### config.mk
export PLATFORM = sky130hd
export DESIGN_NAME = multicycle_control_flat
export DESIGN_NICKNAME = d
export VERILOG_FILES = /design/src/rtl/mips_ctrl_pkg.sv /design/src/rtl/multicycle_control_if.sv /design/src/rtl/multicycle_ctrl_decode.sv /design/src/rtl/multicycle_control.sv /design/src/flat_wrapper.sv
export SDC_FILE = /design/constraint.sdc
export NUM_CORES = 1
export LEC_CHECK = 0
export CAP_MARGIN = 20
export CORE_AREA = 2 2 39 41
export DETAILED_ROUTE_END_ITERATION = 8
export DIE_AREA = 0 0 41 43
export DONT_BUFFER_PORTS = 1
export SKIP_LAST_GASP = 1
export SLEW_MARGIN = 25
export SYNTH_ARGS = -nofsm -noshare
export SYNTH_HDL_FRONTEND = slang
export SYNTH_SLANG_ARGS = --single-unit
### constraint.sdc
create_clock -name clk -period 2 [get_ports clk]
set_input_delay 0.4 -clock clk [delete_from_list [all_inputs] [get_ports clk]]
set_output_delay 0.4 -clock clk [all_outputs]
set_load 0.005 [all_outputs]
### src/rtl/mips_ctrl_pkg.sv
// Shared types and encodings for the multicycle MIPS control FSM:
// state enum, opcode values, datapath select encodings and the control word.
package mips_ctrl_pkg;

    typedef enum logic [3:0] {
        FETCH    = 4'd0,
        DECODE   = 4'd1,
        MEM_ADDR = 4'd2,
        MEM_RD   = 4'd3,
        MEM_WB   = 4'd4,
        MEM_WR   = 4'd5,
        EXEC_R   = 4'd6,
        R_WB     = 4'd7,
        BRANCH   = 4'd8,
        JUMP     = 4'd9,
        ADDI_EX  = 4'd10,
        ADDI_WB  = 4'd11
    } state_t;

    localparam logic [5:0] OP_RTYPE = 6'h00;
    localparam logic [5:0] OP_LW    = 6'h23;
    localparam logic [5:0] OP_SW    = 6'h2B;
    localparam logic [5:0] OP_BEQ   = 6'h04;
    localparam logic [5:0] OP_J     = 6'h02;
    localparam logic [5:0] OP_ADDI  = 6'h08;

    localparam logic [1:0] ALU_ADD   = 2'd0;
    localparam logic [1:0] ALU_SUB   = 2'd1;
    localparam logic [1:0] ALU_FUNCT = 2'd2;

    localparam logic [1:0] SRCB_REG     = 2'd0;
    localparam logic [1:0] SRCB_FOUR    = 2'd1;
    localparam logic [1:0] SRCB_IMM     = 2'd2;
    localparam logic [1:0] SRCB_IMM_SH2 = 2'd3;

    localparam logic [1:0] PCSRC_SEQ    = 2'd0;
    localparam logic [1:0] PCSRC_BRANCH = 2'd1;
    localparam logic [1:0] PCSRC_JUMP   = 2'd2;

    // Full set of datapath controls driven each cycle.
    typedef struct packed {
        logic       pc_write;
        logic       pc_write_cond;
        logic       i_or_d;
        logic       mem_read;
        logic       mem_write;
        logic       ir_write;
        logic       reg_dst;
        logic       mem_to_reg;
        logic       reg_write;
        logic       alu_src_a;
        logic [1:0] alu_src_b;
        logic [1:0] alu_op;
        logic [1:0] pc_source;
        logic       illegal_op;
    } ctrl_t;

    function automatic logic is_supported(input logic [5:0] op);
        return (op == OP_RTYPE) || (op == OP_LW) || (op == OP_SW) ||
               (op == OP_BEQ) || (op == OP_J) || (op == OP_ADDI);
    endfunction

endpackage

### src/rtl/multicycle_control_if.sv
// Control-to-datapath bundle: IR opcode and memory ready in, every enable
// and select out, plus the current state for debug.
interface multicycle_control_if;

    // Memory handshake: mem_read/mem_write act as a held request; the
    // access completes in the cycle mem_ready is 1, and the request stays
    // asserted and unchanged until then.
    logic [5:0] opcode;
    logic       mem_ready;
    logic       pc_write;
    logic       pc_write_cond;
    logic       i_or_d;
    logic       mem_read;
    logic       mem_write;
    logic       ir_write;
    logic       reg_dst;
    logic       mem_to_reg;
    logic       reg_write;
    logic       alu_src_a;
    logic [1:0] alu_src_b;
    logic [1:0] alu_op;
    logic [1:0] pc_source;
    logic       illegal_op;
    logic [3:0] state_dbg;

    modport master (
        input  opcode, mem_ready,
        output pc_write, pc_write_cond, i_or_d, mem_read, mem_write,
               ir_write, reg_dst, mem_to_reg, reg_write, alu_src_a,
               alu_src_b, alu_op, pc_source, illegal_op, state_dbg
    );

    modport slave (
        output opcode, mem_ready,
        input  pc_write, pc_write_cond, i_or_d, mem_read, mem_write,
               ir_write, reg_dst, mem_to_reg, reg_write, alu_src_a,
               alu_src_b, alu_op, pc_source, illegal_op, state_dbg
    );

endinterface

### src/rtl/multicycle_ctrl_decode.sv
// Combinational output decode: maps the current state (plus mem_ready in
// FETCH and opcode in DECODE) to the datapath control word.
module multicycle_ctrl_decode
    import mips_ctrl_pkg::*;
(
    input  state_t     state,
    input  logic [5:0] opcode,
    input  logic       mem_ready,
    input  logic       rst,
    output ctrl_t      ctrl
);

    always_comb begin
        ctrl = '0;
        case (state)
            FETCH: begin
                ctrl.mem_read  = 1'b1;
                ctrl.i_or_d    = 1'b0;
                ctrl.alu_src_a = 1'b0;
                ctrl.alu_src_b = SRCB_FOUR;
                ctrl.alu_op    = ALU_ADD;
                ctrl.pc_source = PCSRC_SEQ;
                // PC and IR only load on the cycle the fetch completes.
                ctrl.ir_write  = mem_ready;
                ctrl.pc_write  = mem_ready;
            end
            DECODE: begin
                ctrl.alu_src_a  = 1'b0;
                ctrl.alu_src_b  = SRCB_IMM_SH2;
                ctrl.alu_op     = ALU_ADD;
                ctrl.illegal_op = ~is_supported(opcode);
            end
            MEM_ADDR: begin
                ctrl.alu_src_a = 1'b1;
                ctrl.alu_src_b = SRCB_IMM;
                ctrl.alu_op    = ALU_ADD;
            end
            MEM_RD: begin
                ctrl.mem_read = 1'b1;
                ctrl.i_or_d   = 1'b1;
            end
            MEM_WB: begin
                ctrl.reg_write  = 1'b1;
                ctrl.mem_to_reg = 1'b1;
                ctrl.reg_dst    = 1'b0;
            end
            MEM_WR: begin
                ctrl.mem_write = 1'b1;
                ctrl.i_or_d    = 1'b1;
            end
            EXEC_R: begin
                ctrl.alu_src_a = 1'b1;
                ctrl.alu_src_b = SRCB_REG;
                ctrl.alu_op    = ALU_FUNCT;
            end
            R_WB: begin
                ctrl.reg_write  = 1'b1;
                ctrl.reg_dst    = 1'b1;
                ctrl.mem_to_reg = 1'b0;
            end
            BRANCH: begin
                ctrl.alu_src_a     = 1'b1;
                ctrl.alu_src_b     = SRCB_REG;
                ctrl.alu_op        = ALU_SUB;
                ctrl.pc_write_cond = 1'b1;
                ctrl.pc_source     = PCSRC_BRANCH;
            end
            JUMP: begin
                ctrl.pc_write  = 1'b1;
                ctrl.pc_source = PCSRC_JUMP;
            end
            ADDI_EX: begin
                ctrl.alu_src_a = 1'b1;
                ctrl.alu_src_b = SRCB_IMM;
                ctrl.alu_op    = ALU_ADD;
            end
            ADDI_WB: begin
                ctrl.reg_write  = 1'b1;
                ctrl.reg_dst    = 1'b0;
                ctrl.mem_to_reg = 1'b0;
            end
            default: ctrl = '0;
        endcase

        // Reset kills every enable immediately, without waiting for a clock,
        // so an in-flight write cannot leak past the reset edge.
        if (rst) begin
            ctrl           = '0;
            ctrl.alu_src_b = SRCB_FOUR;
        end
    end

endmodule

### src/rtl/multicycle_control.sv
// Main control FSM of the multicycle MIPS core: state register and
// next-state logic; output decoding lives in multicycle_ctrl_decode.
module multicycle_control
    import mips_ctrl_pkg::*;
(
    input  logic                  clk,
    input  logic                  rst,
    multicycle_control_if.master  bus
);

    state_t state;
    state_t state_next;
    ctrl_t  ctrl;

    always_ff @(posedge clk or posedge rst) begin
        if (rst) begin
            state <= FETCH;
        end else begin
            state <= state_next;
        end
    end

    always_comb begin
        state_next = state;
        case (state)
            FETCH: begin
                if (bus.mem_ready) state_next = DECODE;
            end
            DECODE: begin
                case (bus.opcode)
                    OP_LW, OP_SW: state_next = MEM_ADDR;
                    OP_RTYPE:     state_next = EXEC_R;
                    OP_BEQ:       state_next = BRANCH;
                    OP_J:         state_next = JUMP;
                    OP_ADDI:      state_next = ADDI_EX;
                    default:      state_next = FETCH;
                endcase
            end
            MEM_ADDR: begin
                // Opcode is re-examined here to pick the load or store path.
                if (bus.opcode == OP_LW) begin
                    state_next = MEM_RD;
                end else if (bus.opcode == OP_SW) begin
                    state_next = MEM_WR;
                end else begin
                    state_next = FETCH;
                end
            end
            MEM_RD: begin
                if (bus.mem_ready) state_next = MEM_WB;
            end
            MEM_WR: begin
                if (bus.mem_ready) state_next = FETCH;
            end
            EXEC_R:  state_next = R_WB;
            ADDI_EX: state_next = ADDI_WB;
            default: state_next = FETCH;
        endcase
    end

    multicycle_ctrl_decode u_decode (
        .state     (state),
        .opcode    (bus.opcode),
        .mem_ready (bus.mem_ready),
        .rst       (rst),
        .ctrl      (ctrl)
    );

    assign bus.pc_write      = ctrl.pc_write;
    assign bus.pc_write_cond = ctrl.pc_write_cond;
    assign bus.i_or_d        = ctrl.i_or_d;
    assign bus.mem_read      = ctrl.mem_read;
    assign bus.mem_write     = ctrl.mem_write;
    assign bus.ir_write      = ctrl.ir_write;
    assign bus.reg_dst       = ctrl.reg_dst;
    assign bus.mem_to_reg    = ctrl.mem_to_reg;
    assign bus.reg_write     = ctrl.reg_write;
    assign bus.alu_src_a     = ctrl.alu_src_a;
    assign bus.alu_src_b     = ctrl.alu_src_b;
    assign bus.alu_op        = ctrl.alu_op;
    assign bus.pc_source     = ctrl.pc_source;
    assign bus.illegal_op    = ctrl.illegal_op;
    assign bus.state_dbg     = state;

endmodule
### src/flat_wrapper.sv
// flat-port wrapper written by rule: the top's interface ports become plain ports
module multicycle_control_flat import mips_ctrl_pkg::*;
  (clk, rst, bus_opcode, bus_mem_ready, bus_pc_write, bus_pc_write_cond, bus_i_or_d, bus_mem_read, bus_mem_write, bus_ir_write, bus_reg_dst, bus_mem_to_reg, bus_reg_write, bus_alu_src_a, bus_alu_src_b, bus_alu_op, bus_pc_source, bus_illegal_op, bus_state_dbg);
  multicycle_control_if bus_i ();
  input  logic clk;
  input  logic rst;
  input wire logic [$bits(bus_i.opcode)-1:0] bus_opcode;
  input wire logic [$bits(bus_i.mem_ready)-1:0] bus_mem_ready;
  output wire logic [$bits(bus_i.pc_write)-1:0] bus_pc_write;
  output wire logic [$bits(bus_i.pc_write_cond)-1:0] bus_pc_write_cond;
  output wire logic [$bits(bus_i.i_or_d)-1:0] bus_i_or_d;
  output wire logic [$bits(bus_i.mem_read)-1:0] bus_mem_read;
  output wire logic [$bits(bus_i.mem_write)-1:0] bus_mem_write;
  output wire logic [$bits(bus_i.ir_write)-1:0] bus_ir_write;
  output wire logic [$bits(bus_i.reg_dst)-1:0] bus_reg_dst;
  output wire logic [$bits(bus_i.mem_to_reg)-1:0] bus_mem_to_reg;
  output wire logic [$bits(bus_i.reg_write)-1:0] bus_reg_write;
  output wire logic [$bits(bus_i.alu_src_a)-1:0] bus_alu_src_a;
  output wire logic [$bits(bus_i.alu_src_b)-1:0] bus_alu_src_b;
  output wire logic [$bits(bus_i.alu_op)-1:0] bus_alu_op;
  output wire logic [$bits(bus_i.pc_source)-1:0] bus_pc_source;
  output wire logic [$bits(bus_i.illegal_op)-1:0] bus_illegal_op;
  output wire logic [$bits(bus_i.state_dbg)-1:0] bus_state_dbg;
  assign bus_i.opcode = bus_opcode;
  assign bus_i.mem_ready = bus_mem_ready;
  assign bus_pc_write = bus_i.pc_write;
  assign bus_pc_write_cond = bus_i.pc_write_cond;
  assign bus_i_or_d = bus_i.i_or_d;
  assign bus_mem_read = bus_i.mem_read;
  assign bus_mem_write = bus_i.mem_write;
  assign bus_ir_write = bus_i.ir_write;
  assign bus_reg_dst = bus_i.reg_dst;
  assign bus_mem_to_reg = bus_i.mem_to_reg;
  assign bus_reg_write = bus_i.reg_write;
  assign bus_alu_src_a = bus_i.alu_src_a;
  assign bus_alu_src_b = bus_i.alu_src_b;
  assign bus_alu_op = bus_i.alu_op;
  assign bus_pc_source = bus_i.pc_source;
  assign bus_illegal_op = bus_i.illegal_op;
  assign bus_state_dbg = bus_i.state_dbg;
  multicycle_control u_core (.clk(clk), .rst(rst), .bus(bus_i));
endmodule
==> impl_metrics.toml <==
[timing]
timing_worst_slew_pin_value_ns = 0.529
hold_viol = 0
top_achievable_clock_speed_ghz = 0.537
slew_headroom = 0.638
worst_clock_skew_ns = 0.00475
max_slew_vio_count = 0
fin_setup_tns_ns = 0
setup_viols_final = 0
finalWorstPathRequiredPeriod_ns = 1.86
rsz0062_at_grt = "no"
min_period_over_period = 0.930

[synth]
postSynthCellCount = 85
ys_ff_latch = 4
synthesis.yosys.warnings = 0
post_synthesis_instance_area_um2 = 574
syn_area_per_cell_um2 = 6.76
yosysSeqAreaShare = 0.174
synth_fp_nets = 94
yosys.cell_types.count = 36

[die]
die-height_um = 43
dieWidth_um = 41
coreArea_mm2 = 0.00138
ios = 30
initial_utilization = 0.415
fp-row-count = 14
die_area_mm2 = 0.00176

[placement]
hpwl_um = 1180
finalWeightedCongestion = 0.832
placement.cell_area_um2 = 589
portBuffers = 0
dp_cells = 98

[final_layout]
largest_reg_flops = 4
mostFrequentLayoutCell = "nor2_1"
most-common-layout-cells = "15 x nor2_1, 6 x buf_4"
layout_overhead_on_the_synthesized_area_pct = 8.28
finished_layout_cells = 102
final_cell_area_um2 = 622
nets = 97
layout-drive-gt1-share = 0.140
n_antenna_cell = 0

[worst_setup_path]
worst_path_largest_cell_delay_ns = 0.36
path_common_cell = "or2_1"
worst-endpoint-arrival_ns = 1.46
worstPathCellList = "or2_1 -> nor2_1 -> nor4b_2 -> or2_1"
crit_path_top_delay_cell = "dfrtp_1"
cp.required_ns = 1.60
setup.worst_path.end_class = "output port"
critical_path_class = "register to output port"
critPathTopFamily = "simple AND/OR/NAND/NOR gates"
reg2reg_slack_ns = 0.63
total_buffers_and_inverters_traversed_by_the_critical_path = 0
critical_path.startpoint_type = "register"
cp_max_fo = 6

[detailed_routing]
vias = 641
routed_wire_length_per_instance_um = 14.9
drtIter0Drc = 14
postRouteAntennaNets = 0
post_dr_vias_cell = 6.28
drc_errors = 0
drtPass1Iterations = 4
wl_um = 1520

[global_routing]
grt_overflow_total = 0
groute.layer.met1.usage = 0.265
grt_max_degree = 18
met3_track_usage_gr = 0.0628
grt_antenna_before_repair = 0
grt_first_pass_wirelength_um = 2440
gr-max-usage-layer = "met2"
grt_use_met2 = 0.313
grt_util_all_layers = 0.201
number_of_global_route_vias_before_repair = 573

[clock_network]
htreeDepth = 1
cts_setup_buffers = 0
clock-sinks = 4
cts.path.max_buffers = 2
clk-insertion-delay-late_ns = 0.23
cts_root_buffer = "clkbuf_4"
path_clk_slew_ns = 0.03
cts_tree = "built"
numCtsBuffers = 3

[power_and_ir_drop]
power.density_cell_area_mw_per_mm2 = 424
p_leak_nw = 0.235
vdd.ir_drop.worst_uv = 458

[job]
cap_violations = 0

[outcome]
result_of_the_run = "finished clean"

[worst_hold_path]
timing.hold.worst.class = "primary input to register"
[through the flow]
stage | utilization | hold slack, ns | worst slack, ns | power [mW]
2_1_floorplan | - | 0.181 | 0.179 | 0.148
3_3_place_gp | 0.426 | 0.213 | 0.324 | 0.165
3_5_place_dp | 0.426 | 0.212 | 0.305 | 0.166
4_1_cts | 0.449 | 0.349 | 0.0605 | 0.269
5_1_grt | 0.449 | 0.367 | 0.0167 | 0.285
6_report | 0.449 | 0.349 | 0.139 | 0.263
[path summary, 6_finish.rpt]
path	startpoint	to	cells past startpoint
min in group asynchronous	rst	u_core.bus.state_dbg[1]$_DFFE_PP0P_	2
setup reg to reg	u_core.bus.state_dbg[3]$_DFFE_PP0P_	u_core.bus.state_dbg[1]$_DFFE_PP0P_	5
max in group asynchronous	rst	u_core.bus.state_dbg[3]$_DFFE_PP0P_	2
hold reg to reg	u_core.bus.state_dbg[2]$_DFFE_PP0P_	u_core.bus.state_dbg[3]$_DFFE_PP0P_	2
hold / removal	bus_opcode[3]	u_core.bus.state_dbg[2]$_DFFE_PP0P_	2
setup / recovery	u_core.bus.state_dbg[2]$_DFFE_PP0P_	bus_pc_write	4
[worst reg2reg max path, stage by stage (launching register included)]
cell	delay [ns]
dfrtp_1	0.36
buf_4	0.19
xnor2_1	0.20
o22ai_1	0.12
a22o_1	0.19
a31o_1	0.19
[logic make-up (layout without fill, tap and decap cells)]
logic type             count (synthesis)  after routing  synth area share
buffers and inverters                 14             15             0.120
AND/OR/NAND/NOR                       46             46             0.436
flip-flops                             4              4             0.174
multiplexers                           1              1            0.0174
AO/OA/AOI/OAI                         17             17             0.207
XOR/XNOR                               3              3            0.0458
[Yosys cell counts]
master | instances | area (µm²)
nor2_1 | 15 | 56.3
buf_2 | 4 | 20.0
dfrtp_1 | 4 | 100
inv_1 | 4 | 15.0
nand2_1 | 4 | 15.0
nor3_1 | 4 | 20.0
nor4_1 | 4 | 25.0
or3_1 | 4 | 25.0
a21oi_1 | 3 | 15.0
nand2b_1 | 3 | 18.8
nand3_1 | 3 | 15.0
o21a_1 | 3 | 22.5
xnor2_1 | 3 | 26.3
a2111oi_0 | 2 | 17.5
clkbuf_1 | 2 | 7.51
o211ai_1 | 2 | 15.0
or2_1 | 2 | 12.5
a211oi_1 | 1 | 7.51
a22o_1 | 1 | 8.76
a22oi_1 | 1 | 7.51
a31o_1 | 1 | 8.76
and3_1 | 1 | 6.26
buf_1 | 1 | 3.75
buf_4 | 1 | 7.51
buf_6 | 1 | 11.3
inv_2 | 1 | 3.75
mux2i_1 | 1 | 10.0
nand3b_1 | 1 | 7.51
nand4_1 | 1 | 6.26
nand4b_1 | 1 | 8.76
nor2b_1 | 1 | 6.26
nor4_2 | 1 | 12.5
nor4b_2 | 1 | 15.0
o21ai_0 | 1 | 5.00
o21ai_1 | 1 | 5.00
o22ai_1 | 1 | 6.26
[power breakdown]
group          leakage (nW)  internal, mW  switching [mW]
clock network        0.0138        0.0668          0.0295
registers            0.0543        0.0847         0.00154
logic                 0.167        0.0336          0.0472
total                 0.235         0.185          0.0782
[repair_timing]
action / in CTS / in global routing
hold buffers: 1 / 0
endpoints found under the setup margin: 0 / 1
gates resized for setup: 0 / 0
hold endpoints to repair: 4 / 0
[per-layer routing]
layer  part of all wire  wire length [µm]
met1               0.47               716
met2               0.47               710
met3              0.063                96
met4                  0                 0
met5                  0                 0
[cell type report]
| class | instances | area, µm² |
|---|---|---|
| clock buffer | 3 | 22.5 |
| inverter | 5 | 18.8 |
| timing repair buffer | 7 | 55.1 |
| tap | 16 | 20.0 |
| sequential | 4 | 100 |
| fill | 162 | 762 |
| multi-input combinational | 67 | 405 |
Note: power is estimated with default switching activity, not from simulation.
